[src/rtl/bcd_to_7segment.sv]
// rtl/bcd_to_7segment.sv - registered single-digit BCD to seven-segment decoder
//
// Ports:
//   clk      in   1  system clock, outputs update on rising edge
//   rst_n    in   1  asynchronous active-low reset (outputs blank, invalid=0)
//   BCD      in   4  digit code, bit 3 is MSB
//   a..g     out  1  segment drives (a=top, b=upper-right, c=lower-right,
//                    d=bottom, e=lower-left, f=upper-left, g=middle)
//   invalid  out  1  registered code was 10..15 (never inverted)
//
// Parameter:
//   SEG_ACTIVE_LOW  0: segment lit when output is 1; 1: all seven segment
//                   outputs inverted (common-anode).

module bcd_to_7segment #(
    parameter bit SEG_ACTIVE_LOW = 1'b0
) (
    input  logic       clk,
    input  logic       rst_n,
    input  logic [3:0] BCD,
    output logic       a,
    output logic       b,
    output logic       c,
    output logic       d,
    output logic       e,
    output logic       f,
    output logic       g,
    output logic       invalid
);

    // Logical pattern ordered {a,b,c,d,e,f,g}, 1 = lit.
    logic [6:0] w_seg_next;
    logic       w_invalid_next;
    logic [6:0] r_seg;
    logic       r_invalid;
    logic [6:0] w_seg_phys;

    always_comb begin
        w_seg_next     = 7'b0000000;
        w_invalid_next = 1'b0;
        case (BCD)
            4'd0:    w_seg_next = 7'b1111110;
            4'd1:    w_seg_next = 7'b0110000;
            4'd2:    w_seg_next = 7'b1101101;
            4'd3:    w_seg_next = 7'b1111001;
            4'd4:    w_seg_next = 7'b0110011;
            4'd5:    w_seg_next = 7'b1011011;
            4'd6:    w_seg_next = 7'b1011111;
            4'd7:    w_seg_next = 7'b1110000;
            4'd8:    w_seg_next = 7'b1111111;
            4'd9:    w_seg_next = 7'b1111011;
            default: begin
                w_seg_next     = 7'b0000000;
                w_invalid_next = 1'b1;
            end
        endcase
    end

    // The logical pattern is stored, so reset only has to clear to blank;
    // polarity is applied after the register and depends only on a constant,
    // so there is still no combinational path from BCD to any output.
    always_ff @(posedge clk or negedge rst_n) begin
        if (!rst_n) begin
            r_seg     <= 7'b0000000;
            r_invalid <= 1'b0;
        end else begin
            r_seg     <= w_seg_next;
            r_invalid <= w_invalid_next;
        end
    end

    assign w_seg_phys = r_seg ^ {7{SEG_ACTIVE_LOW}};

    assign a       = w_seg_phys[6];
    assign b       = w_seg_phys[5];
    assign c       = w_seg_phys[4];
    assign d       = w_seg_phys[3];
    assign e       = w_seg_phys[2];
    assign f       = w_seg_phys[1];
    assign g       = w_seg_phys[0];
    assign invalid = r_invalid;

endmodule

[config.mk]
export PLATFORM = sky130hd
export DESIGN_NAME = bcd_to_7segment
export DESIGN_NICKNAME = d
export VERILOG_FILES = /design/src/rtl/bcd_to_7segment.sv
export SDC_FILE = /design/constraint.sdc
export NUM_CORES = 1
export LEC_CHECK = 0
export ABC_AREA = 0
export ABC_CLOCK_PERIOD_IN_PS = 800
export BUFFER_PORTS_ARGS = -buffer_cell sky130_fd_sc_hd__buf_2
export CORE_AREA = 2 2 39 41
export CTS_CLUSTER_SIZE = 25
export DETAILED_ROUTE_END_ITERATION = 12
export DIE_AREA = 0 0 41 43
export PLACE_DENSITY = 0.54
export SLEW_MARGIN = 40
export SYNTH_ARGS = -nofsm -noshare
export SYNTH_HDL_FRONTEND = slang
export SYNTH_SLANG_ARGS = --single-unit
[constraint.sdc]
create_clock -name clk -period 0.8 [get_ports clk]
set_clock_uncertainty 0.2 [all_clocks]
set_input_delay 0.16 -clock clk [delete_from_list [all_inputs] [get_ports clk]]
set_output_delay 0.16 -clock clk [all_outputs]
set_load 0.005 [all_outputs]
==> out/qor.csv, run 1 <==
stage,metric,value,unit
die,io_pins,14,
routing,dr.pass1.iters,1,
die,rows,14,
worst_setup_path,cp.arrival,720,ps
placed_design,placed_cell_area,504,um2
final_layout,diodes,0,
placed_design,numPortBuffers,13,
worst_setup_path,cp-start-kind,flip-flop,
power,seq_power_share,0.467,
status,outcome,"finished, violations left",
worst_setup_path,cpPeakStageDelay,360,ps
synth,ys_seq_area_frac,0.495,
worst_setup_path,worstSetupStartpoint,r_seg[5],
routing,post_drt_wl_per_cell,10.9,um
clock_network,path_clk_slew,50,ps
worst_setup_path,crit_family,flip-flops,
clock_network,cts_tree,yes,
final_layout,nets,62,
clock_network,holdBufCountCts,1,
worst_setup_path,slowest_stage,dfrtp_1,
synth,ys_async_sr_fraction,1.00,
routing,drt_wl_total,765,um
placed_design,hpwl,522,um
timing,setup_tns,-2160,ps
final_layout,syn2layout_area_growth,52.0,%
grt,grt_pass1_wl,1030,um
placed_design,gp_congestion,0.653,
worst_setup_path,crit_cells,1,
grt,grt_antenna_before_repair,0,
clock_network,cts_buffers,3,
worst_setup_path,path_cells,buf_2,
grt,grt_pass1_vias,236,
timing,hold_ws,-70.1,ps
synth,synth_commonest_cells,"dfrtp_1 (8), buf_6 (3), nor3_1 (2), o21a_1 (2), o22ai_1 (2)",
power,power.switching,0.214,mW
synth,yosysUniqueCellTypes,20,
grt,grt_max_degree,14,
timing,fin_ws,-282,ps
timing,period_minus_slack,1080,ps
clock_network,cts-root-buf,clkbuf_4,
synth,ys_ff_latch,8,
power,vdd_drop_max,0.000487,V
power,p_int,0.738,mW
timing,setup_viol,8,
timing,worst_pin_slew,253,ps
hold_path,hold_class,primary input to flip-flop,
synth,synth_top_area_cell,dfrtp_1,
synth,postSynthCellCount,32,
synth,netlist.area_leader.share,0.495,
synth,synth_warnings,0,
worst_setup_path,path_buf_inv,1,
power,power.leakage,0.292,nW
final_layout,final_util,0.444,
timing,period_share,1.35,
die,die_h,43,um
placed_design,post-place-ws,-324,ps
worst_setup_path,endpoint,b,
die,dieArea,1760,um2
die,start_util,0.292,
synth,synthFlopType,dfrtp_1,
timing,relSlewSlack,0.830,
routing,drtIter0Drc,0,
clock_network,clkSinkCount,8,
timing,rsz0062_at_grt,yes,
worst_setup_path,setup.worst_path.end_class,primary output,
synth,syn_area,404,um2
routing,avgViaCountPerCell,4.49,
timing,clock.fmax,924,MHz
worst_setup_path,cp_max_fo,1,
power,powerDensity,1550,nW/um2
synth,synth_nets,38,
routing,drc_errors,0,
final_layout,drive_gt1_frac,0.611,
die,coreArea,1380,um2
power,switching_share,0.225,
grt,overflow,0,
power,combPwrFrac,0.234,
timing,hold_violations,3,
run,max_cap_violations,0,
clock_network,clk_path_buf_depth,2,
synth,yosys-top-cells-area,"dfrtp_1 (50%), buf_6 (8.4%), a221oi_2 (3.7%), nor4b_2 (3.7%), o21a_1 (3.7%)",
die,die_x,41,um
final_layout,design_area,614,um2
routing,vias,314,
synth,synth.most_common_cell,dfrtp_1,
synth,synth_edf_count,0,
grt,grt_use_total,0.0900,
worst_setup_path,required,440,ps
status,violations,"hold timing, setup timing",
timing,slew_violations,0,
routing,postRouteAntennaNets,0,
clock_network,cts_htree_levels,1,
synth,synth.avg_cell_area,12.6,um2
worst_setup_path,crit_type,flip-flop to primary output,
power,pwr-share-clk,0.300,
cell type report:
cell class / instances / area, um2
fill: 135 / 769
sequential: 8 / 200
timing repair buffer: 23 / 193
multi-input combinational: 19 / 175
clock buffer: 3 / 22.5
tap: 16 / 20.0
inverter: 1 / 3.75
sequential cells by signal, summed over array words and instances, names as in the netlist:
| signal | count |
|---|---|
| invalid | 1 |
| r_seg | 7 |
what timing repair did:
action                     in CTS  in global routing
gates resized for setup         2                  9
pin swaps                       2                  2
setup endpoints to repair      11                 13
cloned                          0                  1
hold endpoints to repair        8                  3
buffers inserted                0                  2
metrics by stage:
step / hold slack (ps) / power, mW / std cells
floorplan: -336 / 0.567 / 32
global placement: -196 / 0.629 / 63
detailed placement: -195 / 0.631 / 63
CTS: 14.8 / 0.932 / 67
global route: -65.7 / 1.01 / 70
finish: -70.1 / 0.952 / 70
layer usage:
metal	track usage	wire length (um)
met1	0.138	374
met5	0	0
met3	0	57
met2	0.100	333
met4	0.100	0
power by group through the flow:
stage	clock, mW	sequential, mW	combinational [mW]
after detailed placement	0	0.452	0.179
final	0.285	0.444	0.223
after CTS	0.302	0.445	0.186
after global placement	0	0.452	0.177
after floorplan	0	0.459	0.108
after global routing	0.317	0.448	0.244
kinds of logic after synthesis:
group                  count (synthesis)  synth area share
AOI/OAI and AO/OA                     10             0.211
buffers and inverters                  5             0.105
and+or+nand+nor                        9             0.189
DFF                                    8             0.495
worst min path at each step:
stage,startpoint,to,cells past startpoint
floorplan,rst_n,invalid,0
global placement,rst_n,r_seg[0],1
detailed placement,rst_n,r_seg[0],1
CTS,BCD[1],r_seg[0],2
global route,BCD[1],r_seg[0],2
finish,BCD[1],r_seg[0],2
cells in the final DEF (no fill, tap or decap):
master,Yosys,routed
and2_4,1,1
clkbuf_16,0,1
dfrtp_1,8,8
buf_4,0,9
a21boi_0,1,1
and3_1,1,1
nor3b_2,1,1
nor3_1,2,2
nor4_2,1,1
nor4b_4,0,1
o21a_1,2,2
nor2_1,1,1
buf_12,0,2
o21bai_1,1,1
clkbuf_4,0,3
and2b_1,1,1
a221oi_2,1,1
inv_2,1,1
o22ai_1,2,2
a21o_1,1,1
dlygate4sd3_1,0,1
a211oi_2,1,2
buf_2,1,10
(Power assumes the default switching activity.)
==> inputs of run 2 (changes only) <==
- CAP_MARGIN: default -> 0
- CTS_CLUSTER_DIAMETER: default -> 120
- REMOVE_ABC_BUFFERS: default -> 1
==> run 2 against run 1 <==
The run still ends with hold timing, setup timing left; combinational power down 4%; setup slack better by 1.6 ps; global-route usage down 0.31 points; non-clock buffer count fell by 2; critical path depth is the same; worst hold slack lost 5.7 ps; count of clock-buffer cells in the layout unchanged; core utilization fell by 1.1 points; sequential power about the same; critical path type unchanged; design area shrank 2.4%; largest power group unchanged; highest routed layer is now met4.
==> out/qor.csv, run 2 (synthesized netlist as in run 1, its figures left out) <==
stage,metric,value,unit,change
worst_setup_path,cp_max_fo,1,,unchanged
clock_network,clkSinkCount,8,,unchanged
worst_setup_path,setup.worst_path.end_class,primary output,,unchanged
run,max_cap_violations,0,,unchanged
timing,setup_viol,8,,unchanged
worst_setup_path,path_cells,buf_2,,unchanged
routing,postRouteAntennaNets,0,,unchanged
grt,grt_antenna_before_repair,0,,unchanged
final_layout,syn2layout_area_growth,48.3,%,was 52.0%
grt,grt_pass1_wl,993,um,was 1030 um
worst_setup_path,required,440,ps,about the same
grt,grt_max_degree,14,,unchanged
placed_design,hpwl,481,um,was 522 um
worst_setup_path,cpPeakStageDelay,350,ps,was 360 ps
timing,rsz0062_at_grt,yes,,unchanged
power,switching_share,0.224,,was 0.225
power,pwr-share-clk,0.304,,was 0.300
grt,grt_use_total,0.0869,,was 0.0900
timing,period_minus_slack,1080,ps,about the same
timing,fin_ws,-280,ps,was -282 ps
power,combPwrFrac,0.225,,was 0.234
routing,dr.pass1.iters,1,,unchanged
worst_setup_path,crit_family,flip-flops,,unchanged
clock_network,cts_htree_levels,1,,unchanged
routing,drt_wl_total,677,um,was 765 um
clock_network,cts_tree,yes,,unchanged
timing,slew_violations,0,,unchanged
final_layout,drive_gt1_frac,0.596,,was 0.611
hold_path,min_path_cells,2,,unchanged
timing,worst_pin_slew,238,ps,was 253 ps
routing,drtIter0Drc,0,,unchanged
power,powerDensity,1580,nW/um2,was 1550 nW/um2
clock_network,cts_buffers,3,,unchanged
final_layout,final_util,0.433,,was 0.444
power,power.switching,0.212,mW,was 0.214 mW
clock_network,path_clk_slew,50,ps,about the same
timing,clock.fmax,926,MHz,was 924 MHz
status,outcome,"finished, violations left",,unchanged
final_layout,largest_register,r_seg,,unchanged
timing,hold_ws,-75.8,ps,was -70.1 ps
die,start_util,0.292,,unchanged
final_layout,largest_reg_flops,7,,unchanged
final_layout,fill_cells,139,,was 135
clock_network,holdBufCountCts,1,,unchanged
timing,period_share,1.35,,about the same
die,coreArea,1380,um2,unchanged
routing,avgViaCountPerCell,4.49,,about the same
final_layout,diodes,0,,unchanged
final_layout,final_common_cell,buf_2,,unchanged
grt,overflow,0,,unchanged
hold_path,hold_class,primary input to flip-flop,,unchanged
power,seq_power_share,0.471,,was 0.467
timing,relSlewSlack,0.840,,was 0.830
worst_setup_path,crit_type,flip-flop to primary output,,unchanged
grt,grt_pass1_vias,248,,was 236
die,dieArea,1760,um2,unchanged
die,die_h,43,um,unchanged
worst_setup_path,crit_cells,1,,unchanged
status,violations,"hold timing, setup timing",,unchanged
placed_design,numPortBuffers,13,,unchanged
clock_network,clk_path_buf_depth,2,,unchanged
worst_setup_path,cp.arrival,720,ps,about the same
routing,vias,305,,was 314
power,power.leakage,0.283,nW,was 0.292 nW
final_layout,final_cell_mix,"buf_2 (10), dfrtp_1 (8), buf_4 (7)",,"was buf_2 (10), buf_4 (9), dfrtp_1 (8)"
die,rows,14,,unchanged
worst_setup_path,cp-start-kind,flip-flop,,unchanged
placed_design,gp_congestion,0.723,,was 0.653
power,p_int,0.733,mW,was 0.738 mW
timing,hold_violations,3,,unchanged
final_layout,nets,60,,was 62
routing,drc_errors,0,,unchanged
power,vdd_drop_max,0.000495,V,was 0.000487 V
clock_network,cts-root-buf,clkbuf_4,,unchanged
worst_setup_path,slowest_stage,dfrtp_1,,unchanged
die,die_x,41,um,unchanged
die,io_pins,14,,unchanged
worst_setup_path,path_buf_inv,1,,unchanged
routing,post_drt_wl_per_cell,9.96,um,was 10.9 um
-- run 2: cell count changes in the layout (fill, tap and decap cells not counted) --
cell,delta
buf_4,-2
-- run 2: repair_timing --
item | in CTS | in global routing
setup endpoints to repair | 12 | 12
gates cloned | 0 | 1
hold endpoints to repair | 10 | 5
resized for setup | 4 | 8
buffers inserted | 1 | 0
pin swaps | 2 | 3
-- run 2: final timing paths --
kind	from	endpoint	slack, ps
setup / recovery	r_seg[3]	d	-280
min in group asynchronous	rst_n	r_seg[4]	70
hold / removal	BCD[1]	r_seg[0]	-80
max in group asynchronous	rst_n	r_seg[5]	170
-- run 2: metrics by stage --
step                cells  instance area, um2  power [mW]  TNS [ps]  setup slack (ps)
finish                 68                 599       0.945     -2180              -280
global route           68                 599        1.02     -2490              -321
CTS                    67                 546       0.942     -2320              -300
detailed placement     62                 488       0.620     -2020              -337
global placement       62                 488       0.621     -2080              -354
floorplan              28                 365       0.516      -160             -88.8
-- run 2: layer usage --
metal | wire (um) | GRT usage | share of wire | vias up
met5 | 0 | 0 | 0 | -
met1 | 308 | 0.125 | 0.45 | 131
met4 | 14 | 0.100 | 0.021 | 0
met2 | 288 | 0.0938 | 0.43 | 15
met3 | 65 | 0.0157 | 0.096 | 2
li1 | - | - | - | 157
-- run 2: final cells by class --
class	instances	area [um2]	area share
tap	16	20.0	0.0334
multi-input combinational	19	175	0.292
clock buffer	3	22.5	0.0376
sequential	8	200	0.334
timing repair buffer	21	178	0.296
inverter	1	3.75	0.00626
-- run 2: power by group through the flow --
| stage | Sequential, mW | Clock (mW) | Combinational, mW |
|---|---|---|---|
| after floorplan | 0.459 | 0 | 0.0571 |
| after global placement | 0.451 | 0 | 0.170 |
| after detailed placement | 0.452 | 0 | 0.168 |
| after CTS | 0.445 | 0.312 | 0.186 |
| after global routing | 0.447 | 0.335 | 0.236 |
| final | 0.445 | 0.287 | 0.213 |
==> inputs of run 3 (changes only) <==
- PLACE_DENSITY: 0.54 -> 0.52
==> run 3 against run 2 <==
The run still ends with hold timing, setup timing left; largest cell class unchanged; core utilization up 2.2 points; critical path type unchanged; combinational power up 9%; cell count is 1.5% higher; sequential share of layout area is 1.6 points lower; first-iteration DRC count stayed put; global-route usage decreased by 0.61 points; sequential power about the same; non-clock buffer count rose by 1; critical path depth stayed put; setup slack better by 5.6 ps; design area up 5.0%.
==> out/qor.csv, run 3 (synthesized netlist as in run 1, its figures left out) <==
stage,metric,value,unit,change
status,outcome,"finished, violations left",,unchanged
status,violations,"hold timing, setup timing",,unchanged
power,power.leakage,0.293,nW,was 0.283 nW
timing,worst_pin_slew,280,ps,was 238 ps
worst_setup_path,crit_family,flip-flops,,unchanged
timing,period_minus_slack,1070,ps,was 1080 ps
grt,met2_usage,0.106,,was 0.0938
grt,busiest_layer,met1,,unchanged
worst_setup_path,path_cells,buf_2,,unchanged
placed_design,placed_cells,63,,was 62
clock_network,cts_htree_levels,1,,unchanged
final_layout,final_cell_mix,"buf_4 (9), buf_2 (9), dfrtp_1 (8)",,"was buf_2 (10), dfrtp_1 (8), buf_4 (7)"
power,powerDensity,1520,nW/um2,was 1580 nW/um2
final_layout,diodes,0,,unchanged
routing,dr.pass1.iters,1,,unchanged
final_layout,largest_reg_flops,7,,unchanged
die,coreArea,1380,um2,unchanged
placed_design,gp_congestion,0.701,,was 0.723
grt,use_met3,0.00524,,was 0.0157
routing,post_drt_wl_per_cell,10.2,um,was 9.96 um
timing,rsz0062_at_grt,yes,,unchanged
timing,period_share,1.34,,was 1.35
final_layout,syn2layout_area_growth,55.7,%,was 48.3%
clock_network,path_clk_slew,50,ps,about the same
final_layout,design_area,629,um2,was 599 um2
timing,clock.fmax,930,MHz,was 926 MHz
clock_network,cts-root-buf,clkbuf_4,,unchanged
timing,setup_viol,8,,unchanged
worst_setup_path,cp_max_fo,1,,unchanged
hold_path,hold_class,primary input to flip-flop,,unchanged
final_layout,drive_gt1_frac,0.623,,was 0.596
worst_setup_path,slowest_stage,dfrtp_1,,unchanged
routing,drc_errors,0,,unchanged
timing,relSlewSlack,0.812,,was 0.840
grt,grt_antenna_before_repair,0,,unchanged
worst_setup_path,path_buf_inv,1,,unchanged
worst_setup_path,required,440,ps,about the same
grt,grt_max_degree,15,,was 14
timing,fin_ws,-275,ps,was -280 ps
die,dieArea,1760,um2,unchanged
grt,grt_pass1_wl,966,um,was 993 um
routing,drtIter0Drc,0,,unchanged
run,max_cap_violations,0,,unchanged
final_layout,multiInputGateArea,195,um2,was 175 um2
grt,grt_use_total,0.0807,,was 0.0869
die,start_util,0.292,,unchanged
worst_setup_path,cp.arrival,710,ps,was 720 ps
clock_network,clkSinkCount,8,,unchanged
worst_setup_path,cp-start-kind,flip-flop,,unchanged
power,vdd_drop_max,0.000478,V,was 0.000495 V
timing,slew_violations,0,,unchanged
die,io_pins,14,,unchanged
final_layout,finalNonFillerCells,69,,was 68
die,rows,14,,unchanged
worst_setup_path,setup.worst_path.end_class,primary output,,unchanged
final_layout,seq_area,200,um2,unchanged
final_layout,largest_register,r_seg,,unchanged
routing,vias,317,,was 305
grt,grt_pass1_vias,239,,was 248
clock_network,cts_tree,yes,,unchanged
clock_network,clk_path_buf_depth,2,,unchanged
final_layout,nets,61,,was 60
grt,met1_usage,0.118,,was 0.125
routing,drt_wl_total,701,um,was 677 um
placed_design,placed_cell_area,495,um2,was 488 um2
worst_setup_path,crit_type,flip-flop to primary output,,unchanged
die,die_x,41,um,unchanged
timing,hold_violations,2,,was 3
placed_design,hpwl,525,um,was 481 um
final_layout,fill_cells,133,,was 139
clock_network,cts_buffers,3,,unchanged
clock_network,holdBufCountCts,1,,unchanged
routing,postRouteAntennaNets,0,,unchanged
placed_design,numPortBuffers,13,,unchanged
grt,overflow,0,,unchanged
die,die_h,43,um,unchanged
timing,hold_ws,-75.0,ps,was -75.8 ps
routing,avgViaCountPerCell,4.59,,was 4.49
worst_setup_path,cpPeakStageDelay,360,ps,was 350 ps
## run 3: changes by cell type in the layout (fill, tap and decap cells not counted), sizes merged
cell  change
buf       +1
## run 3: final timing paths
kind,startpoint,end,cells after the start
worst min-delay path,BCD[1],r_seg[0],2
max in group asynchronous,rst_n,r_seg[2],2
min in group asynchronous,rst_n,r_seg[0],2
worst max-delay path,r_seg[3],d,1
## run 3: metrics by stage
stage / total power [mW] / setup TNS, ps / hold WS [ps] / worst slack [ps] / utilization
global route: 1.01 / -2410 / -77.7 / -309 / 0.455
CTS: 0.932 / -2230 / -2.43 / -288 / 0.407
detailed placement: 0.626 / -2100 / -196 / -332 / 0.358
global placement: 0.624 / -2010 / -197 / -341 / 0.358
floorplan: 0.516 / -160 / -336 / -88.8 / -
finish: 0.954 / -2140 / -75.0 / -275 / 0.455
## run 3: routing by layer
metal	wire, um	part of all wire
met3	70	0.10
met4	0	0
met5	0	0
met2	298	0.43
met1	332	0.47
## run 3: area by class of cell
cell class	instances	share of cell area
clock buffer	3	0.0358
inverter	1	0.00596
multi-input combinational	19	0.310
sequential	8	0.318
tap	16	0.0318
timing repair buffer	22	0.298
## run 3: timing repair
action | in CTS | in global routing
endpoints found under the setup margin | 14 | 14
resized for setup | 7 | 11
gates cloned | 0 | 1
pin swaps | 2 | 2
endpoints found under the hold margin | 9 | 2
setup buffers | 1 | 0
## run 3: report_power, final
part | leakage [nW] | switching (mW) | internal, mW
logic | 0.184 | 0.0971 | 0.135
clock network | 0.0138 | 0.106 | 0.170
registers | 0.0957 | 0.00708 | 0.439
total | 0.293 | 0.211 | 0.743
